**config.mk**
```make
export PLATFORM = sky130hd
export DESIGN_NAME = gemm_result_drain_flat
export DESIGN_NICKNAME = d
export VERILOG_FILES = /design/src/rtl/gemm_result_drain_if.sv /design/src/rtl/gemm_result_drain.sv /design/src/flat_wrapper.sv
export SDC_FILE = /design/constraint.sdc
export NUM_CORES = 1
export LEC_CHECK = 0
export ABC_AREA = 1
export BUFFER_PORTS_ARGS = -buffer_cell sky130_fd_sc_hd__buf_4
export CAP_MARGIN = 30
export CELL_PAD_IN_SITES_DETAIL_PLACEMENT = 1
export CELL_PAD_IN_SITES_GLOBAL_PLACEMENT = 2
export CORE_AREA = 2 2 297 299
export DETAILED_ROUTE_END_ITERATION = 6
export DIE_AREA = 0 0 299 301
export PLACE_DENSITY = 0.72
export SETUP_SLACK_MARGIN = 0.3
export SLEW_MARGIN = 25
export SYNTH_ARGS = -nofsm -noshare
export SYNTH_HDL_FRONTEND = slang
export SYNTH_SLANG_ARGS = --single-unit
```
**constraint.sdc**
```tcl
create_clock -name clk -period 3.55 [get_ports clk]
set_input_delay 0.355 -clock clk [delete_from_list [all_inputs] [get_ports clk]]
set_output_delay 0.355 -clock clk [all_outputs]
set_load 0.01 [all_outputs]
```
**src/rtl/gemm_result_drain_if.sv**
```systemverilog
// Store-port bundle between the result drain engine and the interface mux.
// Master drives a beat and holds it until the slave raises wr_ready.
interface gemm_result_drain_if #(
    parameter int unsigned DIM = 4,
    parameter int unsigned DW  = 32,
    parameter int unsigned AW  = 32
);
    logic              wr_valid;
    logic              wr_ready;
    logic [AW-1:0]     wr_addr;
    logic [DIM*DW-1:0] wr_data;
    logic [DIM-1:0]    wr_strb;

    modport master (
        output wr_valid,
        output wr_addr,
        output wr_data,
        output wr_strb,
        input  wr_ready
    );

    modport slave (
        input  wr_valid,
        input  wr_addr,
        input  wr_data,
        input  wr_strb,
        output wr_ready
    );
endinterface

```
**src/rtl/gemm_result_drain.sv**
```systemverilog
// Drains one msize x nsize result tile from NBUF column-block accumulator banks to the
// store port, row-major, one DIM-element beat per bank per row.
module gemm_result_drain #(
    parameter int unsigned DIM  = 4,
    parameter int unsigned DW   = 32,
    parameter int unsigned NBUF = 4,
    parameter int unsigned AW   = 32,
    parameter int unsigned MW   = 8,
    localparam int unsigned NW  = $clog2(NBUF * DIM) + 1
) (
    input  logic                   clk,
    input  logic                   rst,
    input  logic                   start,
    input  logic                   abort,
    input  logic [MW-1:0]          msize,
    input  logic [NW-1:0]          nsize,
    input  logic [AW-1:0]          tile_c_addr,
    input  logic [AW-1:0]          c_stride,
    input  logic [NBUF-1:0]        acc_empty,
    input  logic [NBUF*DIM*DW-1:0] acc_rd_data,
    output logic [NBUF-1:0]        acc_rd_en,
    gemm_result_drain_if.master    wr,
    output logic                   busy,
    output logic                   done,
    output logic                   cfg_err
);

    localparam int unsigned BW       = (NBUF > 1) ? $clog2(NBUF) : 1;
    localparam int unsigned BlkBytes = DIM * DW / 8;

    typedef enum logic [1:0] {StIdle, StWait, StWrite, StDone} state_e;

    state_e            state_q, state_d;
    logic [MW-1:0]     msize_q, msize_d;
    logic [NW-1:0]     nsize_q, nsize_d;
    logic [NW-1:0]     nb_q, nb_d;
    logic [AW-1:0]     stride_q, stride_d;
    logic [AW-1:0]     row_addr_q, row_addr_d;
    logic [MW-1:0]     r_q, r_d;
    logic [BW-1:0]     b_q, b_d;
    logic              wr_valid_q, wr_valid_d;
    logic [AW-1:0]     wr_addr_q, wr_addr_d;
    logic [DIM*DW-1:0] wr_data_q, wr_data_d;
    logic [DIM-1:0]    wr_strb_q, wr_strb_d;
    logic              busy_q, busy_d;
    logic              done_q, done_d;
    logic              cfg_err_q, cfg_err_d;

    logic [DIM*DW-1:0] bank_row [NBUF];
    logic              cfg_ok;
    logic              last_b, last_r;
    logic [BW-1:0]     b_nxt;
    logic [MW-1:0]     r_nxt;
    logic [AW-1:0]     row_nxt;
    logic              ld_en;
    logic [BW-1:0]     ld_b;
    logic [AW-1:0]     ld_row;

    // Element e of a beat is valid while its column index is below nsize.
    function automatic logic [DIM-1:0] strb_for(logic [BW-1:0] bb, logic [NW-1:0] ns);
        logic [NW:0]    rem;
        logic [DIM-1:0] s;
        rem = {1'b0, ns} - (NW + 1)'(bb) * (NW + 1)'(DIM);
        for (int e = 0; e < DIM; e++) begin
            s[e] = ((NW + 1)'(e) < rem);
        end
        return s;
    endfunction

    always_comb begin
        for (int i = 0; i < NBUF; i++) begin
            bank_row[i] = acc_rd_data[i*DIM*DW +: DIM*DW];
        end
    end

    always_comb begin
        cfg_ok  = (msize != '0) && (nsize != '0) && (nsize <= NW'(NBUF * DIM));
        last_b  = (NW'(b_q) == nb_q - NW'(1));
        last_r  = (r_q == msize_q - MW'(1));
        b_nxt   = last_b ? '0 : b_q + BW'(1);
        r_nxt   = last_b ? r_q + MW'(1) : r_q;
        row_nxt = last_b ? row_addr_q + stride_q : row_addr_q;
    end

    always_comb begin
        state_d    = state_q;
        msize_d    = msize_q;
        nsize_d    = nsize_q;
        nb_d       = nb_q;
        stride_d   = stride_q;
        row_addr_d = row_addr_q;
        r_d        = r_q;
        b_d        = b_q;
        wr_valid_d = wr_valid_q;
        wr_addr_d  = wr_addr_q;
        wr_data_d  = wr_data_q;
        wr_strb_d  = wr_strb_q;
        cfg_err_d  = 1'b0;
        ld_en      = 1'b0;
        ld_b       = b_q;
        ld_row     = row_addr_q;
        acc_rd_en  = '0;

        // abort outranks both start and wr_ready, so it is decoded first.
        if (abort) begin
            if (state_q != StIdle) begin
                state_d    = StIdle;
                wr_valid_d = 1'b0;
            end
        end else begin
            unique case (state_q)
                StIdle: begin
                    if (start) begin
                        if (cfg_ok) begin
                            msize_d    = msize;
                            nsize_d    = nsize;
                            nb_d       = NW'(({1'b0, nsize} + (NW + 1)'(DIM - 1))
                                             / (NW + 1)'(DIM));
                            stride_d   = c_stride;
                            row_addr_d = tile_c_addr;
                            r_d        = '0;
                            b_d        = '0;
                            state_d    = StWait;
                        end else begin
                            cfg_err_d = 1'b1;
                        end
                    end
                end
                StWait: begin
                    if (!acc_empty[b_q]) begin
                        ld_en      = 1'b1;
                        wr_valid_d = 1'b1;
                        state_d    = StWrite;
                    end
                end
                StWrite: begin
                    if (wr.wr_ready) begin
                        b_d        = b_nxt;
                        r_d        = r_nxt;
                        row_addr_d = row_nxt;
                        if (last_b && last_r) begin
                            wr_valid_d = 1'b0;
                            state_d    = StDone;
                        end else if (!acc_empty[b_nxt]) begin
                            ld_en  = 1'b1;
                            ld_b   = b_nxt;
                            ld_row = row_nxt;
                        end else begin
                            wr_valid_d = 1'b0;
                            state_d    = StWait;
                        end
                    end
                end
                StDone: begin
                    state_d = StIdle;
                end
                default: begin
                    state_d = StIdle;
                end
            endcase
        end

        if (ld_en) begin
            acc_rd_en[ld_b] = 1'b1;
            wr_data_d       = bank_row[ld_b];
            wr_addr_d       = ld_row + AW'(ld_b) * AW'(BlkBytes);
            wr_strb_d       = strb_for(ld_b, nsize_q);
        end

        busy_d = (state_d != StIdle);
        done_d = (state_d == StDone);
    end

    always_ff @(posedge clk or negedge rst) begin
        if (!rst) begin
            state_q    <= StIdle;
            msize_q    <= '0;
            nsize_q    <= '0;
            nb_q       <= '0;
            stride_q   <= '0;
            row_addr_q <= '0;
            r_q        <= '0;
            b_q        <= '0;
            wr_valid_q <= 1'b0;
            wr_addr_q  <= '0;
            wr_data_q  <= '0;
            wr_strb_q  <= '0;
            busy_q     <= 1'b0;
            done_q     <= 1'b0;
            cfg_err_q  <= 1'b0;
        end else begin
            state_q    <= state_d;
            msize_q    <= msize_d;
            nsize_q    <= nsize_d;
            nb_q       <= nb_d;
            stride_q   <= stride_d;
            row_addr_q <= row_addr_d;
            r_q        <= r_d;
            b_q        <= b_d;
            wr_valid_q <= wr_valid_d;
            wr_addr_q  <= wr_addr_d;
            wr_data_q  <= wr_data_d;
            wr_strb_q  <= wr_strb_d;
            busy_q     <= busy_d;
            done_q     <= done_d;
            cfg_err_q  <= cfg_err_d;
        end
    end

    assign wr.wr_valid = wr_valid_q;
    assign wr.wr_addr  = wr_addr_q;
    assign wr.wr_data  = wr_data_q;
    assign wr.wr_strb  = wr_strb_q;
    assign busy        = busy_q;
    assign done        = done_q;
    assign cfg_err     = cfg_err_q;

endmodule
```
**src/flat_wrapper.sv**
```systemverilog
// flat-port wrapper written by rule: the top's interface ports become plain ports
module gemm_result_drain_flat 
#(
    parameter int unsigned DIM  = 4,
    parameter int unsigned DW   = 32,
    parameter int unsigned NBUF = 4,
    parameter int unsigned AW   = 32,
    parameter int unsigned MW   = 8,
    localparam int unsigned NW  = $clog2(NBUF * DIM) + 1
)
  (clk, rst, start, abort, msize, nsize, tile_c_addr, c_stride, acc_empty, acc_rd_data, acc_rd_en, busy, done, cfg_err, wr_wr_valid, wr_wr_addr, wr_wr_data, wr_wr_strb, wr_wr_ready);
  gemm_result_drain_if #(.DIM(DIM), .DW(DW), .AW(AW)) wr_i ();
  input  logic clk;
  input  logic rst;
  input  logic start;
  input  logic abort;
  input  logic [MW-1:0] msize;
  input  logic [NW-1:0] nsize;
  input  logic [AW-1:0] tile_c_addr;
  input  logic [AW-1:0] c_stride;
  input  logic [NBUF-1:0] acc_empty;
  input  logic [NBUF*DIM*DW-1:0] acc_rd_data;
  output logic [NBUF-1:0] acc_rd_en;
  output logic busy;
  output logic done;
  output logic cfg_err;
  output wire logic [$bits(wr_i.wr_valid)-1:0] wr_wr_valid;
  output wire logic [$bits(wr_i.wr_addr)-1:0] wr_wr_addr;
  output wire logic [$bits(wr_i.wr_data)-1:0] wr_wr_data;
  output wire logic [$bits(wr_i.wr_strb)-1:0] wr_wr_strb;
  input wire logic [$bits(wr_i.wr_ready)-1:0] wr_wr_ready;
  assign wr_wr_valid = wr_i.wr_valid;
  assign wr_wr_addr = wr_i.wr_addr;
  assign wr_wr_data = wr_i.wr_data;
  assign wr_wr_strb = wr_i.wr_strb;
  assign wr_i.wr_ready = wr_wr_ready;
  gemm_result_drain #(.DIM(DIM), .DW(DW), .NBUF(NBUF), .AW(AW), .MW(MW)) u_core (.clk(clk), .rst(rst), .start(start), .abort(abort), .msize(msize), .nsize(nsize), .tile_c_addr(tile_c_addr), .c_stride(c_stride), .acc_empty(acc_empty), .acc_rd_data(acc_rd_data), .acc_rd_en(acc_rd_en), .wr(wr_i), .busy(busy), .done(done), .cfg_err(cfg_err));
endmodule
```
==> results.ini <==
[outcome]
run_status=completed

[sta]
max_slew_margin_pct=47.6
post-route-period-util_pct=91.2
hold_viol=0
fin_worst_skew_ps=22.2
timing.final.ws_setup_ps=313
layout_min_cycle_time_ps=3240
tightestPinTransition_ps=785
grt_setup_unrepaired=yes
setup_viol=0
drv_slew=0
clock.fmax_mhz=309

[power_and_ir_drop]
seqPwrFrac_pct=24.4
vdd_ir_drop_max_uv=336
leakagePower_uw=0.0143
switchingPower_uw=12400
power.density_nw_per_um2=874
p_sw_share_pct=50.3
comb_power_share_pct=60.9
p_clk_share_pct=14.7
internal-power_uw=12300

[die]
core-area_sq_um=86500
die_x_um=299
die_h_um=301
start_util_pct=20.7
ioPinCount=770
die_area_sq_um=90000
num_rows=108

[setup_path]
worstPathMaxFanout=8
worstSetupPathType=flop to flop
path_cells=inv_2 -> ha_4 -> xnor2_4 -> nor2_4 -> nand2_4 -> nand2_4 -> nand2_4 -> nand3_4 -> nand2_4 -> nand3_4 -> buf_6 -> o21ai_4 -> ha_4 -> inv_2 -> fa_2 -> inv_4 -> nand2_4 -> nor2_4 -> nand2_2 -> inv_2 -> nand3_2 -> nand3_1 -> nand2_1
slowest_delay_ps=390
worstPathRequired_ps=3980
crit_top_cell=nand2_4
cp-start-kind=flop
arrival_ps=3670
cp-end-kind=flop
crit_slowest_cell=fa_2

[logic_synthesis]
synth_area_leaders=dfrtp_1 37%, nand2_1 27%, inv_1 5.0%
synth-edff-count=0
yosys_most_used_dff=dfrtp_1
ys_types=47
ys_top_cells_by_count=1278 x nand2_1, 261 x dfrtp_1, 237 x inv_1
ys_ff_latch=261
async_reset_ff_share_pct=100
synth_area_leader_cell=dfrtp_1
synth_top_area_share_pct=36.6
synth_nets=3371
synth.most_common_cell=nand2_1
netlist_instances=2728
yosysWarnings=0
netlist_area_sq_um=17900
avgSynthCellArea_sq_um=6.55
seq_area_frac_synth_pct=36.6

[finish]
layout.nets=4219
ff_latch_area_sq_um=6530
syn_to_final_growth_pct=58.4
finalInstanceArea_sq_um=28300
drive_above_1_share_pct=31.9
multi_input_area_sq_um=10700
stdcell_count=4758
fillers=10800

[placement]
place_ws_ps=-94.4
post-dp-hpwl_um=99400
place_congestion=0.940
dpl_cell_area_sq_um=25500
portBuffers=769
dpl.cell_count=4613

[detailed_routing]
drc_errors=0
ant_nets=0
vias=21900
wire_per_inst_um=25.6
drt_iter0_markers=1578
viasPerCell=4.59
dr.pass1.iters=5
wl_um=122000

[clocking]
clkSinkCount=261
cts_tree=yes
root_buffer=clkbuf_16
cts.clk_slew.worst_paths_ps=60
htree_levels=2
clock_path_buffers=3
clock_latency_ps=560
cts-buffers-inserted=36

[grt]
grt_pass1_vias=22300
antenna_found_initial=4
grt_use_total_pct=25.7
overflow=0
grt_start_max_net_pins=76
grt_pass1_wl_um=167000

[flow_run]
maxCapViolCount=0

[hold_path]
hold_class=input pin to flop

-- power by group through the flow --
stage          combinational, uW  clock [uW]  sequential (uW)
6_report                   15100        3620             6040
5_1_grt                    16500        3830             6170
4_1_cts                    14100        3740             5910
3_5_place_dp               13600           0             5910
3_3_place_gp               13500           0             5920
2_1_floorplan               6700           0             5630
-- cell families (layout without fill, tap and decap cells) --
family                   after synthesis  in the layout  synth area share [%]
AND/OR/NAND/NOR                     1705           1706                  38.9
buffers and inverters                377           1247                  8.70
AO/OA/AOI/OAI                        319            319                  11.5
flip-flops                           261            261                  36.6
adder cells (fa/ha/maj)               45             45                  3.28
XOR/XNOR                              19             19                 0.932
multiplexers                           2              2                 0.112
other                                  0              4                     0
-- stage by stage --
step | TNS (ps) | utilization [%] | power (uW) | hold WS [ps]
final | 0 | 32.7 | 24700 | 22.5
after global routing | 0 | 32.7 | 26500 | 27.5
after CTS | 0 | 31.6 | 23700 | 0.966
after detailed placement | -412 | 29.5 | 19600 | 426
after global placement | -237 | 29.5 | 19500 | 431
after floorplan | 0 | - | 12300 | 59.4
-- sequential cells by signal (all words and copies together) (netlist names) --
name                count
u_core.nsize_q          5
u_core.cfg_err          1
u_core.wr.wr_addr      32
u_core.nb_q             4
u_core.busy             1
u_core.wr.wr_data     128
u_core.row_addr_q      32
u_core.state_q          2
u_core.done             1
u_core.msize_q          8
u_core.r_q              8
u_core.b_q              2
u_core.wr.wr_valid      1
u_core.wr.wr_strb       4
u_core.stride_q        32
-- final timing paths --
kind                                             from                     to  slack [ps]  cells past startpoint
worst max-delay path                   u_core.nb_q[1]  u_core.wr.wr_addr[18]         310                     23
worst min-delay path                      c_stride[3]     u_core.stride_q[3]          20                      3
worst max register to register         u_core.nb_q[1]  u_core.wr.wr_addr[18]         310                     23
worst min register to register  u_core.wr.wr_data[77]  u_core.wr.wr_data[77]         480                      2
max in group asynchronous                         rst          u_core.r_q[5]        2190                      3
min in group asynchronous                         rst  u_core.wr.wr_data[19]         390                      2
-- cell type report --
class                           instances  share of cell area, %
Clock inverter                          7                  0.159
Tap cell                             1155                   5.11
Timing Repair Buffer                  941                   26.8
Sequential cell                       261                   23.1
Antenna cell                            4                 0.0354
Multi-Input combinational cell       2091                   37.7
Clock buffer                           54                   3.82
Inverter                              245                   3.33
-- worst max-delay path: cells and delay by family, from the launching register on --
kind            cells  cell delay [ps]
buf+inv             5              460
compound gates      1              160
simple gates       13             1190
fa+ha+maj           3              780
flops               1              370
xor+xnor            1              160
-- what timing repair did --
action	CTS	global route
hold buffers	33	0
setup buffers	16	25
pin swaps	13	45
endpoints found under the hold margin	102	0
gates cloned	1	5
gates resized for setup	60	147
endpoints found under the setup margin	159	113
-- per-layer routing --
metal	global-route usage, %	part of all wire [%]	up-vias
li1	-	-	10500
met1	33.2	44	10700
met2	42.3	47	595
met3	8.20	7.9	95
met4	4.83	1.7	0
met5	0	0	-
-- placed cells by master (no fill, tap or decap), drive strengths merged, types with 6 or more instances in the layout --
cell type,netlist,final
nand3,88,89
a21oi,35,35
dfrtp,261,261
xor2,13,13
a22oi,97,97
xnor2,6,6
a31oi,57,57
nor3,9,9
inv,243,245
and2,10,10
nand2,1289,1289
buf,83,903
o22ai,7,7
ha,42,42
o21ai,86,86
dlygate4sd3,0,33
o221ai,17,17
nor2,192,192
clkbuf,49,59
nand4,105,105
o211ai,8,8
Power figures use the tool's default switching activity.
